===== src/rtl/result_buffer_pkg.sv =====
`default_nettype none
// ============================================================================
//  Module   : result_buffer_pkg
//  Purpose  : Shared constants for the ALU result buffer and its controller:
//             default sizing, entry width and the 3-bit ALU op encodings.
//  Revision : 1.0 - initial release
// ============================================================================
package result_buffer_pkg;

  localparam int c_data_w_default = 8;
  localparam int c_depth_default  = 4;

  // Entry layout, MSB first: {op[2:0], carry, zero, data[DATA_W-1:0]}
  localparam int c_op_w     = 3;
  localparam int c_flag_w   = 2;

  function automatic int entry_width(input int data_w);
    return c_op_w + c_flag_w + data_w;
  endfunction

  localparam int c_entry_w_default = c_op_w + c_flag_w + c_data_w_default;

  // ALU operation codes shared with the controller
  typedef enum logic [2:0] {
    OP_ADD  = 3'd0,
    OP_SUB  = 3'd1,
    OP_AND  = 3'd2,
    OP_OR   = 3'd3,
    OP_XOR  = 3'd4,
    OP_SHL  = 3'd5,
    OP_SHR  = 3'd6,
    OP_PASS = 3'd7
  } alu_op_e;

endpackage
`default_nettype wire


===== src/rtl/result_buffer_mem.sv =====
`default_nettype none
// ============================================================================
//  Module   : result_buffer_mem
//  Purpose  : DEPTH x ENTRY_W register array, one synchronous write port and
//             one asynchronous read port. The array itself is not reset.
//  Ports    : clk    - clock
//             we     - write enable
//             waddr  - write address
//             wdata  - write data
//             raddr  - read address
//             rdata  - read data (combinational from the array)
//  Revision : 1.0 - initial release
// ============================================================================
module result_buffer_mem
  import result_buffer_pkg::*;
#(
  parameter int DEPTH   = c_depth_default,
  parameter int ENTRY_W = c_entry_w_default
) (
  input  logic                     clk,
  input  logic                     we,
  input  logic [$clog2(DEPTH)-1:0] waddr,
  input  logic [ENTRY_W-1:0]       wdata,
  input  logic [$clog2(DEPTH)-1:0] raddr,
  output logic [ENTRY_W-1:0]       rdata
);

  logic [ENTRY_W-1:0] r_mem [DEPTH];

  always_ff @(posedge clk) begin
    if (we) begin
      r_mem[waddr] <= wdata;
    end
  end

  assign rdata = r_mem[raddr];

endmodule
`default_nettype wire


===== src/rtl/result_buffer.sv =====
`default_nettype none
// ============================================================================
//  Module   : result_buffer
//  Purpose  : FIFO of ALU results {op, carry, zero, data} between the ALU
//             controller and a downstream consumer, with a sticky overflow
//             flag recording dropped results.
//  Ports    : clk, rst_n            - clock, async active-low reset
//             result_valid          - one-cycle result pulse
//             result_data/alu_op/zero_flag/carry_flag - result payload
//             out_ready             - consumer accepts head entry
//             ovf_clr               - clear sticky overflow
//             out_valid             - head entry present
//             out_data/out_op/out_zero/out_carry - head entry
//             full, level           - occupancy
//             overflow              - sticky drop indicator
//  Revision : 1.0 - initial release
// ============================================================================
module result_buffer
  import result_buffer_pkg::*;
#(
  parameter int DATA_W = c_data_w_default,
  parameter int DEPTH  = c_depth_default
) (
  input  logic                   clk,
  input  logic                   rst_n,
  input  logic                   result_valid,
  input  logic [DATA_W-1:0]      result_data,
  input  logic [2:0]             alu_op,
  input  logic                   zero_flag,
  input  logic                   carry_flag,
  input  logic                   out_ready,
  input  logic                   ovf_clr,
  output logic                   out_valid,
  output logic [DATA_W-1:0]      out_data,
  output logic [2:0]             out_op,
  output logic                   out_zero,
  output logic                   out_carry,
  output logic                   full,
  output logic [$clog2(DEPTH):0] level,
  output logic                   overflow
);

  localparam int c_ptr_w   = $clog2(DEPTH);
  localparam int c_lvl_w   = c_ptr_w + 1;
  localparam int c_entry_w = entry_width(DATA_W);
  localparam logic [c_lvl_w-1:0] c_full_level = c_lvl_w'(DEPTH);

  logic [c_ptr_w-1:0]   r_wr_ptr;
  logic [c_ptr_w-1:0]   r_rd_ptr;
  logic [c_lvl_w-1:0]   r_level;
  logic                 r_overflow;

  logic                 w_pop;
  logic                 w_push;
  logic                 w_drop;
  logic [c_entry_w-1:0] w_wr_entry;
  logic [c_entry_w-1:0] w_rd_entry;

  // A pop frees a slot in the same cycle, so a full buffer can still accept
  // a push alongside a pop without dropping.
  assign w_pop  = out_valid & out_ready;
  assign w_push = result_valid & (~full | w_pop);
  assign w_drop = result_valid & full & ~w_pop;

  assign w_wr_entry = {alu_op, carry_flag, zero_flag, result_data};

  result_buffer_mem #(
    .DEPTH   (DEPTH),
    .ENTRY_W (c_entry_w)
  ) u_mem (
    .clk   (clk),
    .we    (w_push),
    .waddr (r_wr_ptr),
    .wdata (w_wr_entry),
    .raddr (r_rd_ptr),
    .rdata (w_rd_entry)
  );

  always_ff @(posedge clk or negedge rst_n) begin
    if (!rst_n) begin
      r_wr_ptr   <= '0;
      r_rd_ptr   <= '0;
      r_level    <= '0;
      r_overflow <= 1'b0;
    end else begin
      // Pointers wrap naturally: DEPTH is a power of two.
      if (w_push) begin
        r_wr_ptr <= r_wr_ptr + c_ptr_w'(1);
      end
      if (w_pop) begin
        r_rd_ptr <= r_rd_ptr + c_ptr_w'(1);
      end

      case ({w_push, w_pop})
        2'b10:   r_level <= r_level + c_lvl_w'(1);
        2'b01:   r_level <= r_level - c_lvl_w'(1);
        default: r_level <= r_level;
      endcase

      // A drop in the same cycle as a clear takes priority.
      if (w_drop) begin
        r_overflow <= 1'b1;
      end else if (ovf_clr) begin
        r_overflow <= 1'b0;
      end
    end
  end

  assign level     = r_level;
  assign full      = (r_level == c_full_level);
  assign out_valid = (r_level != '0);
  assign overflow  = r_overflow;

  assign out_op    = w_rd_entry[c_entry_w-1 -: 3];
  assign out_carry = w_rd_entry[DATA_W+1];
  assign out_zero  = w_rd_entry[DATA_W];
  assign out_data  = w_rd_entry[DATA_W-1:0];

endmodule
`default_nettype wire


===== config.mk =====
export PLATFORM = sky130hd
export DESIGN_NAME = result_buffer
export DESIGN_NICKNAME = d
export VERILOG_FILES = /design/src/rtl/result_buffer_pkg.sv /design/src/rtl/result_buffer_mem.sv /design/src/rtl/result_buffer.sv
export SDC_FILE = /design/constraint.sdc
export NUM_CORES = 1
export LEC_CHECK = 0
export BUFFER_PORTS_ARGS = -buffer_cell sky130_fd_sc_hd__buf_2
export CORE_UTILIZATION = 35
export CTS_BUF_LIST = sky130_fd_sc_hd__clkbuf_8 sky130_fd_sc_hd__clkbuf_16
export CTS_CLUSTER_DIAMETER = 150
export DETAILED_ROUTE_END_ITERATION = 8
export GPL_ROUTABILITY_DRIVEN = 1
export GPL_TIMING_DRIVEN = 0
export PLACE_DENSITY = 0.57
export SLEW_MARGIN = 0
export SYNTH_ARGS = -nofsm -noshare
export SYNTH_HDL_FRONTEND = slang
export SYNTH_HIERARCHICAL = 1
export SYNTH_SLANG_ARGS = --single-unit

===== constraint.sdc =====
create_clock -name clk -period 2.3 [get_ports clk]
set_input_delay 0.115 -clock clk [delete_from_list [all_inputs] [get_ports clk]]
set_output_delay 0.115 -clock clk [all_outputs]
set_load 0.05 [all_outputs]

==> impl.org, run 1 <==
** Timing
- Measured against its own limit, the worst slew margin works out to 0.7480.
- For the finished layout, the period the worst path requires is roughly 2.1 ns.
- The final hold violation count came to 0.
- Setup violations remaining at the end of the flow were counted as 0.
- The number of max-slew violations in the final report was 0.
- Worst Tran Pin Value :: roughly 0.37 ns
- Clock skew on the completed layout was measured at 0.005625 ns.
- Setup slack closes at 0.2267 ns.
- Final hold analysis gives a worst-case slack of slightly below 0.07 ns.
- Final Cycle Share :: 0.9014
- Static timing analysis puts the maximum clock frequency at roughly 480 MHz.
- Total negative setup slack :: 0 ns
- Setup repair after global routing missed its margin :: false

** Final layout
- Relative to the synthesized area, the layout overhead comes to 27.52%.
- Layout cell share with drive strength beyond 1 :: 0.3925
- Antenna diode count :: 0
- Count of filler cells inserted in the layout :: 560
- In the final design database the tool counted 200 nets.

** Placed design
- Final estimated routing congestion in global placement :: 0.7776
- Setup Slack @ Placement :: -0.009293 ns
- IO Port Bufs :: 35
- Detail Placement HPWL :: ~2800 um

** Setup path
- Slowest cell delay on critical path :: ~0.47 ns
- The worst setup path is launched from a flop.
- Buffers and inverters on the worst path :: 1
- Cell Chain, Critical Path :: buf_4, or3_4, nand3_1, fa_1, nor3_1, o21ai_0, o221ai_1
- Slowest CP cell :: sky130_fd_sc_hd__fa_1
- Worst-path fanout max :: 9
- Cell family with the largest share of critical-path delay :: simple AND/OR/NAND/NOR gates
- The number of cells on the worst reg-to-reg path is 7.
- The critical path is of the flop to flop type.
- Number of cells on the critical path :: 7
- Data arrival time of the worst path :: between 2 and 2.5 ns
- STA classifies the critical path endpoint as a flop.
- Required time of the critical path :: 2.53 ns
- Slack of the worst reg-to-reg path :: between 0.2 and 0.25 ns

** Clocking
- Worst skew pair latency :: about 0.33 ns
- In this run the deepest clock path goes through 2 buffers.
- Cell chosen for the clock root :: sky130_fd_sc_hd__clkbuf_8
- TritonCTS built the clock tree.
- The H-tree was split into 3 levels.
- Clock tree synthesis inserted a total of 9 buffers.
- The tree built by TritonCTS fans out to 60 sinks.
- After clock tree synthesis, the clock-pin slew on the worst setup and hold paths is 0.06 ns.

** Synthesis
- Adder-Cell Fraction of Synth Area :: 0.008355
- Counting instances in the post-synthesis netlist gives the leading cell types as sky130_fd_sc_hd__edfxtp_1, sky130_fd_sc_hd__mux4_2, sky130_fd_sc_hd__dfrtp_1.
- By instance count, the leading cell after synthesis is sky130_fd_sc_hd__edfxtp_1.
- Post-synthesis async set-or-reset flop share :: 0.1333
- In this run, distinct cell masters in the synthesized netlist total 36.
- Of the total synthesized cell area, the portion taken by AND, OR, NAND and NOR gates is 0.04909.
- For this run, the register share of the synthesized area comes to 0.7352.
- The share of synthesized area in the top cell type comes to 0.6517.
- Counting every net in the synthesized netlist gives between 100 and 150.
- Synthesized instance count :: 120
- Cell type contributing the most total cell area after synthesis :: sky130_fd_sc_hd__edfxtp_1
- Synthesized-area fraction occupied by ao, oa, aoi and oai cells :: 0.03969
- Of the total synthesized cell area, the portion taken by XOR and XNOR cells is 0.01828.
- In this run the cell area of the synthesized design comes to ~2400 um^2.
- By area, the combinational part of the netlist is dominated by multiplexers.
- Most area-consuming cells after synthesis :: sky130_fd_sc_hd__edfxtp_1, sky130_fd_sc_hd__mux4_2, sky130_fd_sc_hd__dfrtp_1
- Post-synthesis mux area share :: 0.1269
- Counting flops with a built-in enable in the synthesized netlist gives 52.
- Number of warning messages in the yosys log :: 6
- Ys flop type :: sky130_fd_sc_hd__edfxtp_1
- Post-synthesis register bit count :: 60
- After synthesis, the mean cell area works out to between 15 and 20 um^2.

** Drt
- After detailed routing, the number of vias per cell comes to around 5.
- Before antenna repair, the detailed router went through 8 iterations.
- The detail route stage leaves a number of antenna-violating nets equal to 0.
- After the first detailed-routing iteration, the DRC count stood at 49.
- After detailed routing, the total wire length is 4367 um.
- Routed length per placed instance :: about 17 um
- After detailed routing, the number of remaining DRC violations is 1.
- The final route contains ~1,300 vias.

** Worst hold path
- The worst hold path was traced through 3 stages.
- Hold Path Class :: primary input to flop

** Power and ir drop
- Summed over all cells, the static leakage comes to ~1.1 nW.
- Across the VDD grid, the largest voltage drop is a little over 0.6 mV.
- For this design the ratio of total power to cell area is approximately 1400 nW/um^2.

** Global route
- The first global-routing pass estimated about 6900 um of wire.
- The number of global-route vias before repair is around 1,400.
- Initial antenna violation count :: 0
- Pin count of the biggest net entering global routing :: 14
- Overall fraction of global-route tracks in use :: 0.1356
- GR Overflow Total :: 0

** Die
- DIE AREA :: 7181 um^2
- From left edge to right edge, the die measures between 80 and 90 um.
- After floorplanning, the core was divided into 29 placement rows.
- Core area :: ~6500 um^2
- Die extent in y :: about 85 um
- Pin placement for this block handled 37 I/O pins.
- Starting Density :: 0.3689

** Run status
- Outcome :: finished, violations left
- Violated checks :: design-rule violations

** Flow run
- Max Cap Viol :: 0
-- worst reg2reg max path: stages, from the launching register on --
cell and delay, ns:
sky130_fd_sc_hd__dfrtp_1 0.38, sky130_fd_sc_hd__buf_4 0.17, sky130_fd_sc_hd__or3_4 0.41, sky130_fd_sc_hd__nand3_1 0.11
sky130_fd_sc_hd__fa_1 0.47, sky130_fd_sc_hd__nor3_1 0.18, sky130_fd_sc_hd__o21ai_0 0.13, sky130_fd_sc_hd__o221ai_1 0.12
-- through the flow --
step	cells	power, mW	utilization	area [um^2]
5_1_grt	263	4.462	0.4704	3055
3_5_place_dp	232	3.359	0.4151	2696
6_report	263	4.262	0.4704	3055
2_1_floorplan	120	2.965	-	2425
4_1_cts	264	4.321	0.4704	3055
3_3_place_gp	232	3.316	0.4151	2696
-- layer usage --
metal  part of all wire  wire length, um  GRT usage
met1               0.41             1782     0.1459
met2               0.52             2282     0.2313
met3              0.053              233    0.05408
met4              0.016               69    0.06934
met5                  0                0          0
-- state kept, by name, summed over array words and instances (netlist names) --
| register | count |
|---|---|
| u_mem/r_mem | 52 |
| level | 3 |
| r_rd_ptr | 2 |
| r_wr_ptr | 2 |
| overflow | 1 |
-- area by class of cell --
class                   count  area [um^2]  share of cell area
clock inverters             7        67.56             0.02211
repair buffers             51        342.8              0.1122
clock buffers               9        123.9             0.04054
inverters                   5        18.77            0.006143
flip-flops and latches     60         1763              0.5770
well taps                  77        96.34             0.03153
plain buffers               5        31.28             0.01024
multi-input cells          49        611.8              0.2002
-- cells by family (layout without fill, tap and decap cells) --
| kind of cell | after synthesis | count (layout) |
|---|---|---|
| muxes | 13 | 13 |
| AOI/OAI and AO/OA | 12 | 12 |
| buffers and inverters | 11 | 77 |
| and+or+nand+nor | 18 | 18 |
| adders and majority gates | 1 | 1 |
| DFF | 60 | 60 |
| xor gates and xnor gates | 5 | 5 |
-- power breakdown --
part	total [mW]	internal [mW]	leakage [nW]	switching, mW
Sequential	1.60	1.45	0.571	0.157
Combinational	1.76	0.604	0.461	1.16
Clock	0.899	0.495	0.0968	0.404
Total	4.26	2.55	1.13	1.72
-- timing repair --
item,CTS,global route
endpoints found under the setup margin,13,40
gates resized for setup,0,3
buffers inserted,2,0
hold endpoints to repair,60,0
cloned,0,0
hold buffers,14,0
-- cell usage in the layout, fill, tap and decap left out, types with 2 or more instances in the layout --
master,synthesis,routed
sky130_fd_sc_hd__mux4_1,3,3
sky130_fd_sc_hd__clkbuf_8,0,9
sky130_fd_sc_hd__nand3_1,2,2
sky130_fd_sc_hd__clkinvlp_4,0,2
sky130_fd_sc_hd__clkinv_2,0,2
sky130_fd_sc_hd__dlygate4sd3_1,0,14
sky130_fd_sc_hd__xnor2_1,3,3
sky130_fd_sc_hd__mux4_2,10,10
sky130_fd_sc_hd__inv_1,5,6
sky130_fd_sc_hd__xor2_1,2,2
sky130_fd_sc_hd__edfxtp_1,52,52
sky130_fd_sc_hd__buf_4,1,2
sky130_fd_sc_hd__and3b_2,0,2
sky130_fd_sc_hd__nor2b_1,2,2
sky130_fd_sc_hd__nor3b_4,0,2
sky130_fd_sc_hd__clkbuf_1,3,2
sky130_fd_sc_hd__buf_2,1,36
sky130_fd_sc_hd__dfrtp_1,8,7
-- worst paths after layout --
| check | to | from |
|---|---|---|
| max reg2reg | level[1]$_DFFE_PN0P_ | level[2]$_DFFE_PN0P_ |
| min reg2reg | overflow$_DFFE_PN0P_ | overflow$_DFFE_PN0P_ |
| max in group asynchronous | level[0]$_DFFE_PN0P_ | rst_n |
| max | level[1]$_DFFE_PN0P_ | level[2]$_DFFE_PN0P_ |
| min | overflow$_DFFE_PN0P_ | ovf_clr |
| min in group asynchronous | level[0]$_DFFE_PN0P_ | rst_n |
Power figures use the tool's default switching activity.
==> run 2, diff against run 1 <==
ABC_AREA = 1   (was default)
PLACE_DENSITY = 0.54   (was 0.57)
clock period = 2.35 ns   (was 2.3 ns; I/O delays follow)
==> run 2 against run 1 <==
Compared with the run above:
- the run now ends clean
- largest cell class unchanged
- clock skew up 0.0011 ns
- first-iteration DRC count is 14% higher
- sequential power is 4% lower
- combinational power grew 29%
- maximum frequency grew 3.2%
- sequential share of layout area down 5.5 points
- global-route usage is 0.67 points higher
- critical path depth grew 2
- wire length is 17% higher
==> impl.org, run 2 <==
** Flow run
- Max Cap Viol :: 0

** Setup path
- Worst Setup End Kind :: flop
- In this run the worst path has a maximum fanout of 8.
- Data arrival time of the worst path :: about 2 ns
- Critical setup path kind :: flop to flop
- Slowest cell delay on critical path :: approximately 0.50 ns
- Cell Chain, Critical Path :: nor2_2, nand2_1, inv_2, nand2_2, nand2_2, inv_2, inv_1, nor3_2, buf_6
- STA classifies the critical path startpoint as a flop.
- For the worst setup path, the data required time is roughly 2.4 ns.
- Slowest CP cell :: sky130_fd_sc_hd__nor3_2

** Synthesis
- Mean Syn Cell Area :: 10.29 um^2
- Of the total synthesized cell area, the portion taken by AND, OR, NAND and NOR gates is 0.2049.
- Post-synthesis async set-or-reset flop share :: 0.1333
- Main combinational cell family by area after synthesis :: simple AND/OR/NAND/NOR gates
- The most used flip-flop cell after synthesis is sky130_fd_sc_hd__edfxtp_1.
- Synth Net Count :: 282
- Counting every instance in the synthesized netlist gives 263.
- Proportion of netlist area held by the largest area contributor :: 0.5772
- Cell type contributing the most total cell area after synthesis :: sky130_fd_sc_hd__edfxtp_1
- The synthesized design contains 52 enable-type register cells.
- In the post-synthesis netlist, the biggest area contributors are sky130_fd_sc_hd__edfxtp_1, sky130_fd_sc_hd__inv_1, sky130_fd_sc_hd__nand2_1.
- Synthesized area :: ~2700 um^2
- Of the total synthesized cell area, the portion taken by full adders, half adders and majority gates is 0.007401.
- Yosys mapped the design onto 23 distinct sky130hd cell types.
- Of the total synthesized cell area, the portion taken by XOR and XNOR cells is 0.006475.
- Synthesized-area fraction occupied by ao, oa, aoi and oai cells :: 0.007863
- The portion of synthesized area spent on multiplexers is 0.
- By count the netlist is led by sky130_fd_sc_hd__inv_1, sky130_fd_sc_hd__nand2_1, sky130_fd_sc_hd__edfxtp_1.
- The share of the Yosys chip area taken by registers is 0.6512.
- Most frequent cell after synthesis :: sky130_fd_sc_hd__inv_1
- Number of warning messages in the yosys log :: 6
- After synthesis the netlist holds a flip-flop and latch count of 60.

** Global route
- Global-route track usage on met2 :: 0.2346
- Pin count of the biggest net entering global routing :: 11
- Wire length of the first global-routing pass :: ~8700 um
- The number of antenna violations at the first check in global routing came to 0.
- In the global route stage, overall resource usage came out at 0.1423.
- GR Overflow Total :: 0
- Global-route layer with the greatest usage :: met2
- The number of global-route vias before repair came to roughly 1,800.
- GR Layer Usage met3 :: 0.02876
- Met1 Track Usage GR :: 0.1744

** Clocking
- Clock tree sinks :: 60
- After clock tree synthesis, the clock-pin slew on the worst setup and hold paths is around 0.07 ns.
- Clock tree from TritonCTS :: done
- Worst skew pair latency :: 0.33 ns
- The clock tree synthesis step divided the H-tree into 3 levels.
- Total clock buffers created by CTS :: 9
- The cell sitting at the root of the clock tree is a sky130_fd_sc_hd__clkbuf_8.
- Post-CTS setup buffer count :: 0
- Maximum root-to-sink buffer count :: 2

** Timing
- Clock skew :: roughly 0.0068 ns
- In the finished design, the share of the clock period the worst path needs comes to 0.8545.
- Adding up every negative setup slack in the final design gives 0 ns.
- Final worst slack :: approximately 0.34 ns
- Number of hold-slack violations in the final timing report :: 0
- Setup repair after global routing missed its margin :: false
- Setup violations remaining at the end of the flow were counted as 0.
- Relative slew margins :: 0.5730
- Count of final max-slew check failures :: 0
- At the pin with the least slew margin, the transition time is 0.6370 ns.
- Based on the critical path, the design can be clocked at up to 498.0 MHz.
- Min Tclk post-route :: roughly 2 ns

** Placed design
- The number of placed instances, taps included, is approximately 400.
- Prior to clock tree synthesis, the placed netlist has a worst setup slack of around 0.33 ns.
- IO Port Bufs :: 36
- Routability-driven placement finished with a final weighted congestion of roughly 0.7.
- After legalization and detailed placement, the total HPWL measured 3448 um.

** Final layout
- Summing all multi-input logic gate instances after layout gives between 600 and 700 um^2.
- Leaving out fill and tap cells, the most frequent cell in the layout is sky130_fd_sc_hd__inv_1.
- In the final layout, the share of cells above drive strength 1 is 0.2583.
- Most used cells in the layout excluding fill and tap cells :: sky130_fd_sc_hd__inv_1, sky130_fd_sc_hd__nand2_1, sky130_fd_sc_hd__edfxtp_1
- Counting flops per register, the top entry is u_mem/r_mem.
- Antenna diode count :: 0
- Sequential cell area :: about 1800 um^2
- Number of nets in the layout :: 347
- Final standard cell count with taps included and fillers excluded :: ~430
- Compared with the post-synthesis result, the final layout area differs by 24.70%.
- Flip-flop count of the largest register after layout :: 52
- Count of filler cells inserted in the layout :: 703

** Power and ir drop
- Worst vdd ir :: 0.5602 mV
- Static Leak :: 1.614 nW
- Sw Ratio :: 0.4741
- Switching power of the nets :: between 2 and 2.5 mW
- PD cells :: roughly 1400 nW/um^2
- The completed layout was analyzed and its total power is ~4.6 mW.
- Pint :: about 2.4 mW
- Proportion of power drawn by combinational gates :: 0.498
- The share of total power dissipated in sequential elements is 0.338.
- Of the total power, the clock network draws 0.164.

** Die
- Horizontal extent of the die :: around 90 um
- The floorplan step defined a die boundary enclosing roughly 8000 um^2.
- In this run the core area contains 31 standard-cell rows.
- Starting Density :: 0.3671
- For this design the top-level I/O count stands at 37.
- After floorplanning, the core was sized to cover 7370 um^2.
- From bottom edge to top edge, the die measures about 90 um.

** Drt
- DRC :: 0
- Antenna-violating nets left :: 0
- After detailed routing, the number of vias per cell comes to approximately 4.2.
- Vias post-DR :: approximately 1,800
- The routed design has approximately 5000 um of wire.
- Number of DRC markers in iteration 0 :: 56
- Number of search-and-repair iterations in the first detailed-routing pass :: 4
- Routed length per placed instance :: about 12 um

** Worst hold path
- The worst hold path belongs to the class primary input to flop.

** Run status
- The run finished with clean final reports.
==> run 2: worst paths after layout <==
check | from | to | slack (ns) | cells after the start
min | alu_op[0] | u_mem/r_mem[3][10]$_DFFE_PP_ | 0.02 | 1
max in group asynchronous | rst_n | r_wr_ptr[1]$_DFFE_PN0P_ | 2.03 | 2
max | level[1]$_DFFE_PN0P_ | u_mem/r_mem[3][7]$_DFFE_PP_ | 0.34 | 9
max reg2reg | level[1]$_DFFE_PN0P_ | u_mem/r_mem[3][7]$_DFFE_PP_ | 0.34 | 9
min in group asynchronous | rst_n | level[0]$_DFFE_PN0P_ | 0.15 | 2
min reg2reg | level[0]$_DFFE_PN0P_ | level[0]$_DFFE_PN0P_ | 0.53 | 1
==> run 2: cell type report <==
cell class	count	area share
Buffer	7	0.01855
Tap cell	99	0.03672
Clock buffer	9	0.03672
Clock inverter	7	0.01039
Timing Repair Buffer	54	0.1083
Sequential cell	60	0.5223
Inverter	70	0.07938
Multi-Input combinational cell	126	0.1877
==> run 2: kinds of logic after synthesis <==
family | count (synthesis)
fa+ha+maj | 1
buf+inv | 77
simple gates | 119
flops | 60
xor+xnor | 2
compound gates | 4
==> run 2: layer usage <==
layer | routed length [um] | share of wire
met2 | 2458 | 0.48
met4 | 129 | 0.025
met3 | 192 | 0.037
met1 | 2350 | 0.46
met5 | 0 | 0
==> run 2: critical path, delay by kind of cell, from the launching register on <==
kind                   cells  cell delay (ns)
and+or+nand+nor            5             0.85
buffers and inverters      4             0.44
DFF                        1             0.40
==> run 2: stage by stage <==
stage | utilization | area [um^2] | hold slack (ns)
6_report | 0.4577 | 3373 | 0.02039
5_1_grt | 0.4577 | 3373 | 0.008863
4_1_cts | 0.4577 | 3373 | 0.0008155
3_5_place_dp | 0.4171 | 3074 | -0.02005
3_3_place_gp | 0.4083 | 3009 | -0.02211
2_1_floorplan | - | 2705 | -0.1781
==> run 2: what timing repair did <==
action                    CTS  global route
gates resized for setup     0             0
hold buffers               14             0
hold endpoints to repair   54             0
==> run 2: power by group through the flow <==
stage | Combinational, mW | Clock, mW | Sequential [mW]
floorplan | 1.60 | 0 | 1.65
global placement | 2.20 | 0 | 1.56
detailed placement | 2.28 | 0 | 1.56
CTS | 2.30 | 0.776 | 1.54
global route | 2.48 | 0.825 | 1.56
finish | 2.27 | 0.746 | 1.54
